--- src/rtl/laser_feeder_pkg.sv ---
// Shared definitions for the laser feeder slice: the default object count,
// the counter type, the FSM state encoding, and the packed coordinate and
// result types.
`timescale 1ns/1ps
package laser_pkg;

    localparam int unsigned OBJ_NUM_DEF = 40;
    localparam int unsigned CNT_W       = 6;

    typedef logic [CNT_W-1:0] cnt_t;

    typedef enum logic [2:0] {
        ST_LOAD,
        ST_KICK,
        ST_STREAM,
        ST_WAIT,
        ST_RESULT
    } state_t;

    typedef struct packed {
        logic [3:0] y;
        logic [3:0] x;
    } coord_t;

    typedef struct packed {
        coord_t c1;
        coord_t c2;
    } result_t;

    // Index of the last object in a frame of n objects.
    function automatic cnt_t last_idx(input int unsigned n);
        return cnt_t'(n - 1);
    endfunction

endpackage

--- src/rtl/laser_feeder_if.sv ---
// Host-side streams of the laser feeder.
//   in_*  : object stream, host -> feeder (valid/ready, 4-bit x/y)
//   out_* : result stream, feeder -> host (valid/ready, C1/C2 coordinates)
// Modports: master = host, slave = feeder.
`timescale 1ns/1ps
interface laser_feeder_if;
    logic       in_valid;
    logic       in_ready;
    logic [3:0] in_x;
    logic [3:0] in_y;
    logic       out_valid;
    logic       out_ready;
    logic [3:0] out_c1x;
    logic [3:0] out_c1y;
    logic [3:0] out_c2x;
    logic [3:0] out_c2y;

    modport master (
        output in_valid, in_x, in_y, out_ready,
        input  in_ready, out_valid, out_c1x, out_c1y, out_c2x, out_c2y
    );

    modport slave (
        input  in_valid, in_x, in_y, out_ready,
        output in_ready, out_valid, out_c1x, out_c1y, out_c2x, out_c2y
    );
endinterface

--- src/rtl/laser_feeder_obj_buf.sv ---
// Object register file: DEPTH x 8-bit coordinates, one synchronous write
// port and one asynchronous read port. Contents are not reset.
// Ports: clk, we_i/waddr_i/wdata_i (write), raddr_i -> rdata_o (read).
`timescale 1ns/1ps
module laser_obj_buf
    import laser_pkg::*;
#(
    parameter int unsigned DEPTH = OBJ_NUM_DEF
) (
    input  logic   clk,
    input  logic   we_i,
    input  cnt_t   waddr_i,
    input  coord_t wdata_i,
    input  cnt_t   raddr_i,
    output coord_t rdata_o
);

    coord_t mem_q [DEPTH];

    always_ff @(posedge clk) begin
        if (we_i) begin
            mem_q[waddr_i] <= wdata_i;
        end
    end

    assign rdata_o = mem_q[raddr_i];

endmodule

--- src/rtl/laser_feeder.sv ---
// Laser feeder: collects OBJ_NUM objects from the host, resets the laser
// core for one cycle, streams the objects one per cycle in arrival order,
// waits for the core's L_DONE, and hands the captured C1/C2 result to the
// host over a valid/ready stream.
// Ports: clk, rst_n (async active-low), host (laser_feeder_if.slave),
//        l_rst_o/l_x_o/l_y_o (core drive), l_c*_i/l_done_i (core result),
//        err_o (watchdog expiry, sticky until reset).
// Optional feature: define LASER_FEEDER_TIMEOUT_EN to enable the WAIT
// watchdog (TIMEOUT_CYC cycles); otherwise WAIT is unbounded and err_o = 0.
`timescale 1ns/1ps
module laser_feeder
    import laser_pkg::*;
#(
    parameter int unsigned OBJ_NUM     = OBJ_NUM_DEF,
    parameter int unsigned TIMEOUT_CYC = 4096
) (
    input  logic       clk,
    input  logic       rst_n,
    laser_feeder_if.slave host,
    output logic       l_rst_o,
    output logic [3:0] l_x_o,
    output logic [3:0] l_y_o,
    input  logic [3:0] l_c1x_i,
    input  logic [3:0] l_c1y_i,
    input  logic [3:0] l_c2x_i,
    input  logic [3:0] l_c2y_i,
    input  logic       l_done_i,
    output logic       err_o
);

    localparam cnt_t LAST = last_idx(OBJ_NUM);

    if (OBJ_NUM < 2 || OBJ_NUM > 64 || TIMEOUT_CYC == 0) begin : g_cfg_check
        $error("laser_feeder: OBJ_NUM must be 2..64 and TIMEOUT_CYC nonzero");
    end

    state_t  state_q;
    cnt_t    wr_cnt_q;
    cnt_t    rd_cnt_q;
    logic    l_rst_q;
    logic    out_valid_q;
    result_t res_q;
    logic    wr_en;
    coord_t  wr_obj;
    coord_t  rd_obj;

`ifdef LASER_FEEDER_TIMEOUT_EN
    localparam int unsigned WD_W = $clog2(TIMEOUT_CYC + 1);
    typedef logic [WD_W-1:0] wd_t;
    localparam wd_t WD_LAST = wd_t'(TIMEOUT_CYC - 1);
    wd_t  wd_q;
    logic err_q;
    assign err_o = err_q;
`else
    assign err_o = 1'b0;
`endif

    // Ready is a pure state decode, gated by reset so it drops the moment
    // rst_n goes low rather than at the next edge.
    assign host.in_ready = rst_n && (state_q == ST_LOAD);
    assign wr_en         = host.in_ready && host.in_valid;
    assign wr_obj.x      = host.in_x;
    assign wr_obj.y      = host.in_y;

    laser_obj_buf #(.DEPTH(OBJ_NUM)) u_obj_buf (
        .clk     (clk),
        .we_i    (wr_en),
        .waddr_i (wr_cnt_q),
        .wdata_i (wr_obj),
        .raddr_i (rd_cnt_q),
        .rdata_o (rd_obj)
    );

    // Objects reach the core straight from the buffer read port so that
    // the first edge after L_RST falls already sees object 0.
    always_comb begin
        l_x_o = '0;
        l_y_o = '0;
        if (state_q == ST_STREAM) begin
            l_x_o = rd_obj.x;
            l_y_o = rd_obj.y;
        end
    end

    assign l_rst_o        = l_rst_q;
    assign host.out_valid = out_valid_q;
    assign host.out_c1x   = res_q.c1.x;
    assign host.out_c1y   = res_q.c1.y;
    assign host.out_c2x   = res_q.c2.x;
    assign host.out_c2y   = res_q.c2.y;

    always_ff @(posedge clk or negedge rst_n) begin
        if (!rst_n) begin
            state_q     <= ST_LOAD;
            wr_cnt_q    <= '0;
            rd_cnt_q    <= '0;
            l_rst_q     <= 1'b1;
            out_valid_q <= 1'b0;
            res_q       <= '0;
`ifdef LASER_FEEDER_TIMEOUT_EN
            wd_q        <= '0;
            err_q       <= 1'b0;
`endif
        end else begin
            case (state_q)
                ST_LOAD: begin
                    if (wr_en) begin
                        if (wr_cnt_q == LAST) begin
                            wr_cnt_q <= '0;
                            state_q  <= ST_KICK;
                        end else begin
                            wr_cnt_q <= wr_cnt_q + 1'b1;
                        end
                    end
                end
                ST_KICK: begin
                    l_rst_q  <= 1'b0;
                    rd_cnt_q <= '0;
                    state_q  <= ST_STREAM;
`ifdef LASER_FEEDER_TIMEOUT_EN
                    wd_q     <= '0;
`endif
                end
                ST_STREAM: begin
                    if (rd_cnt_q == LAST) begin
                        rd_cnt_q <= '0;
                        state_q  <= ST_WAIT;
                    end else begin
                        rd_cnt_q <= rd_cnt_q + 1'b1;
                    end
                end
                ST_WAIT: begin
                    if (l_done_i) begin
                        res_q       <= {l_c1y_i, l_c1x_i, l_c2y_i, l_c2x_i};
                        out_valid_q <= 1'b1;
                        l_rst_q     <= 1'b1;
                        state_q     <= ST_RESULT;
                    end
`ifdef LASER_FEEDER_TIMEOUT_EN
                    else if (wd_q == WD_LAST) begin
                        err_q   <= 1'b1;
                        l_rst_q <= 1'b1;
                        state_q <= ST_LOAD;
                    end else begin
                        wd_q <= wd_q + 1'b1;
                    end
`endif
                end
                ST_RESULT: begin
                    if (host.out_ready) begin
                        out_valid_q <= 1'b0;
                        state_q     <= ST_LOAD;
                    end
                end
                default: begin
                    state_q <= ST_LOAD;
                end
            endcase
        end
    end

endmodule

--- src/flat_wrapper.sv ---
// flat-port wrapper written by rule: the top's interface ports become plain ports
module laser_feeder_flat import laser_pkg::*;
#(
    parameter int unsigned OBJ_NUM     = OBJ_NUM_DEF,
    parameter int unsigned TIMEOUT_CYC = 4096
)
  (clk, rst_n, l_rst_o, l_x_o, l_y_o, l_c1x_i, l_c1y_i, l_c2x_i, l_c2y_i, l_done_i, err_o, host_in_valid, host_in_x, host_in_y, host_out_ready, host_in_ready, host_out_valid, host_out_c1x, host_out_c1y, host_out_c2x, host_out_c2y);
  laser_feeder_if host_i ();
  input  logic clk;
  input  logic rst_n;
  output logic l_rst_o;
  output logic [3:0] l_x_o;
  output logic [3:0] l_y_o;
  input  logic [3:0] l_c1x_i;
  input  logic [3:0] l_c1y_i;
  input  logic [3:0] l_c2x_i;
  input  logic [3:0] l_c2y_i;
  input  logic l_done_i;
  output logic err_o;
  input wire logic [$bits(host_i.in_valid)-1:0] host_in_valid;
  input wire logic [$bits(host_i.in_x)-1:0] host_in_x;
  input wire logic [$bits(host_i.in_y)-1:0] host_in_y;
  input wire logic [$bits(host_i.out_ready)-1:0] host_out_ready;
  output wire logic [$bits(host_i.in_ready)-1:0] host_in_ready;
  output wire logic [$bits(host_i.out_valid)-1:0] host_out_valid;
  output wire logic [$bits(host_i.out_c1x)-1:0] host_out_c1x;
  output wire logic [$bits(host_i.out_c1y)-1:0] host_out_c1y;
  output wire logic [$bits(host_i.out_c2x)-1:0] host_out_c2x;
  output wire logic [$bits(host_i.out_c2y)-1:0] host_out_c2y;
  assign host_i.in_valid = host_in_valid;
  assign host_i.in_x = host_in_x;
  assign host_i.in_y = host_in_y;
  assign host_i.out_ready = host_out_ready;
  assign host_in_ready = host_i.in_ready;
  assign host_out_valid = host_i.out_valid;
  assign host_out_c1x = host_i.out_c1x;
  assign host_out_c1y = host_i.out_c1y;
  assign host_out_c2x = host_i.out_c2x;
  assign host_out_c2y = host_i.out_c2y;
  laser_feeder #(.OBJ_NUM(OBJ_NUM), .TIMEOUT_CYC(TIMEOUT_CYC)) u_core (.clk(clk), .rst_n(rst_n), .host(host_i), .l_rst_o(l_rst_o), .l_x_o(l_x_o), .l_y_o(l_y_o), .l_c1x_i(l_c1x_i), .l_c1y_i(l_c1y_i), .l_c2x_i(l_c2x_i), .l_c2y_i(l_c2y_i), .l_done_i(l_done_i), .err_o(err_o));
endmodule
--- config.mk ---
export PLATFORM = sky130hd
export DESIGN_NAME = laser_feeder_flat
export DESIGN_NICKNAME = d
export VERILOG_FILES = /design/src/rtl/laser_feeder_pkg.sv /design/src/rtl/laser_feeder_if.sv /design/src/rtl/laser_feeder_obj_buf.sv /design/src/rtl/laser_feeder.sv /design/src/flat_wrapper.sv
export SDC_FILE = /design/constraint.sdc
export NUM_CORES = 1
export LEC_CHECK = 0
export BUFFER_PORTS_ARGS = -buffer_cell sky130_fd_sc_hd__buf_4
export CAP_MARGIN = 25
export CORE_MARGIN = 1.5
export CORE_UTILIZATION = 50
export DETAILED_ROUTE_END_ITERATION = 16
export PLACE_DENSITY = 0.67
export SYNTH_ARGS = -nofsm -noshare
export SYNTH_HDL_FRONTEND = slang
export SYNTH_SLANG_ARGS = --single-unit
--- constraint.sdc ---
create_clock -name clk -period 2.8 [get_ports clk]
set_clock_uncertainty 0.2 [all_clocks]
set_input_delay 0 -clock clk [delete_from_list [all_inputs] [get_ports clk]]
set_output_delay 0 -clock clk [all_outputs]
set_load 0.05 [all_outputs]
==> impl_metrics.json <==
{
  "avgSynthCellArea_um2": 17.0,
  "cts_tree": "yes",
  "die_h_um": 171,
  "dr.pass1.iters": 5,
  "postSynthCellCount": 832,
  "crit_fanout": 15,
  "yosysWarnings": 0,
  "grt_pass1_wl_um": 47600,
  "setup_slack_ps": 3.56,
  "cts_buffers": 37,
  "outcome": "completed",
  "grtUsageTotal_pct": 22.4,
  "cp_slowest_stage_delay_ps": 530,
  "clock-sinks": 353,
  "grt.overflow.total": 0,
  "hold-worst-slack_ps": 63.2,
  "path_common_cell": "buf_12",
  "r2r-start": "u_core.state_q[1]",
  "holdPathEnd": "u_core.host.out_c1x[0]",
  "path_cells": "buf_12 -> buf_12 -> mux2i_1 -> a22oi_2 -> a21oi_2 -> nor4_4 -> buf_4 -> o21a_1 -> buf_6",
  "internal_power_uw": 10600,
  "grt_start_max_net_pins": 41,
  "grt_pass1_vias": 7879,
  "stdcell_count": 1380,
  "row_count": 61,
  "numPortBuffers": 55,
  "ant_nets": 0,
  "ys_seq_area_share_pct": 73.8,
  "fin_area_um2": 17300,
  "crit_buf_inv": 4,
  "required_ps": 2600,
  "switching_share_pct": 30.7,
  "final_nets": 1009,
  "syn_area_um2": 14100,
  "slew_headroom_pct": 50.3,
  "ys_ff_latch": 353,
  "cts_buffer_depth": 3,
  "pwr-share-clk_pct": 29.4,
  "io_pins": 57,
  "combPwrFrac_pct": 31.5,
  "rsz0062_at_grt": "yes",
  "cts.clk_slew.worst_paths_ps": 60,
  "via_count": 7874,
  "die_w_um": 171,
  "synth_flop_cell": "edfxtp_1",
  "r2r-end": "u_core.u_obj_buf.mem_q[36][0]",
  "whs_path_depth": 3,
  "root_buffer": "clkbuf_16",
  "hold_start": "l_c1x_i[0]",
  "antenna_found_initial": 0,
  "power_density_nw_per_um2": 884,
  "numPlacedInstances": 1281,
  "drive_gt1_share_pct": 26.6,
  "worst_setup_path_start_kind": "flop",
  "synth_edf_count": 320,
  "worstSkewPairLatency_ps": 510,
  "placed_area_um2": 15400,
  "synth_cell_types": 44,
  "wirelength_um": 31800,
  "hold_path.class": "in -> reg",
  "dp_hpwl_um": 18800,
  "maxCapViolations": 0,
  "htreeDepth": 2,
  "power_leakage_uw": 0.00613,
  "synthToLayoutAreaGrowth_pct": 22.1,
  "initial_core_util_pct": 50.9,
  "place.gp.congestion": 0.791,
  "irDropWorstVdd_uv": 485,
  "viasPerCell": 5.71,
  "drc": 0,
  "setup_viol": 0,
  "tightest_slew_ps": 743,
  "cp_slowest_cell": "dfrtp_4",
  "maxSlewViolCount": 0,
  "wl_per_cell_um": 23.0,
  "syn-num-nets": 863,
  "cp.arrival_ps": 2600,
  "timing.final.crit_share_pct": 99.9,
  "async_flop_share_pct": 9.35,
  "crit_family": "buffers and inverters",
  "dieArea_um2": 29300,
  "p_switching_uw": 4680,
  "dp_slack_ps": 100,
  "max_freq_mhz": 358,
  "seqPwrFrac_pct": 39.1,
  "reg2reg_depth": 6,
  "core_area_um2": 27800,
  "fin_setup_tns_ps": 0,
  "reg2reg_slack_ps": 250,
  "min_period_ps": 2800,
  "hold_violations": 0,
  "worstSetupEndpointType": "output port",
  "critPathKind": "reg -> out",
  "initialDrtViolationCount": 674
}
-- cell usage in the layout, fill, tap and decap left out, types with 3 or more instances in the layout --
cell type / count
buf_6: 11
nor2_1: 50
dlygate4sd3_1: 29
o21a_1: 8
nand2b_1: 4
buf_12: 10
mux2i_1: 133
buf_4: 105
a21oi_1: 26
a22oi_1: 44
mux2_2: 16
nand4_1: 3
o21ai_0: 10
nand2_1: 23
clkinv_1: 10
or3_1: 3
edfxtp_1: 320
mux4_2: 16
nand3_1: 4
clkbuf_1: 7
dfrtp_1: 31
nor2b_1: 4
nor4_4: 4
clkbuf_16: 42
nor4_2: 3
a21oi_2: 17
a22oi_2: 21
and2_1: 3
-- layout make-up --
class | instances | area [µm²]
fill | 2051 | 10500
sequential | 353 | 10400
multi-input combinational | 425 | 3700
timing repair buffer | 160 | 1530
clock buffer | 46 | 1000
tap | 378 | 473
clock inverter | 16 | 103
inverter | 1 | 3.75
antenna | 1 | 2.50
-- stage by stage --
step                      util, %  total power, µW
after global placement       55.4            10100
after detailed placement     55.4            10200
final                        62.1            15300
after global routing         62.1            15800
after CTS                    61.3            15000
after floorplan                 -             8730
-- sequential cells by signal, indices dropped and copies added, names as in the netlist --
signal / cells
u_core.state_q: 3
u_core.l_rst_o: 1
u_core.host.out_c1y: 4
u_core.u_obj_buf.mem_q: 320
u_core.host.out_c1x: 4
u_core.host.out_valid: 1
u_core.wr_cnt_q: 6
u_core.host.out_c2x: 4
u_core.host.out_c2y: 4
u_core.rd_cnt_q: 6
-- synth_stat cells (6+ instances only) --
cell type / n / area [µm²]
a21oi_1: 43 / 215
a22oi_1: 65 / 488
buf_2: 14 / 70.1
buf_4: 13 / 97.6
clkbuf_1: 20 / 75.1
dfrtp_1: 32 / 801
edfxtp_1: 320 / 9610
mux2_2: 16 / 180
mux2i_1: 136 / 1360
mux4_2: 16 / 360
nand2_1: 23 / 86.3
nor2_1: 51 / 191
nor2b_1: 6 / 37.5
nor4_1: 8 / 50.1
o21a_1: 8 / 60.1
o21ai_0: 10 / 50.1
-- power groups by stage --
stage	registers, µW	logic (µW)	clock network, µW
final	5970	4800	4490
after global routing	5980	5050	4770
after CTS	5960	4510	4570
after detailed placement	6150	4020	0
after global placement	6140	3990	0
after floorplan	6050	2680	0
-- worst max-delay path by stage --
stage	startpoint	to	slack, ps	depth (start not counted)
floorplan	u_core.state_q[0]	u_core.u_obj_buf.mem_q[34][0]	50	6
global placement	u_core.rd_cnt_q[0]	l_y_o[3]	90	7
detailed placement	u_core.rd_cnt_q[0]	l_y_o[3]	100	7
CTS	u_core.rd_cnt_q[0]	l_x_o[3]	-50	9
global route	u_core.rd_cnt_q[0]	l_y_o[1]	-120	9
finish	u_core.rd_cnt_q[0]	l_x_o[0]	4	9
-- cell families (layout without fill, tap and decap cells) --
group / count (synthesis) / count (layout) / share of synthesized area [%]
xor gates and xnor gates: 4 / 4 / 0.248
muxes: 168 / 168 / 13.5
DFF: 353 / 353 / 73.8
adders and majority gates: 2 / 2 / 0.177
and+or+nand+nor: 116 / 116 / 4.04
other: 1 / 2 / 0.0265
AOI/OAI and AO/OA: 134 / 134 / 6.24
buffers and inverters: 54 / 223 / 2.01
-- worst register-to-register path: stages, from the launching register on --
cell,delay (ps)
dfrtp_1,400
nor4b_4,370
nand2_1,190
nor2_1,300
nand2_1,350
nor2_1,230
buf_4,210
-- layer usage --
metal	GRT usage [%]	vias up	share of wire (%)
li1	-	3555	-
met1	30.6	4021	42
met2	36.2	237	50
met3	3.82	61	5.4
met4	8.58	0	3.1
met5	0	-	0
-- repair_timing --
action,CTS,global route
buffers inserted,5,0
cloned,0,3
pin swaps,21,16
hold buffers,29,0
hold endpoints to repair,381,0
setup endpoints to repair,8,8
resized for setup,41,27
(Power assumes the default switching activity.)
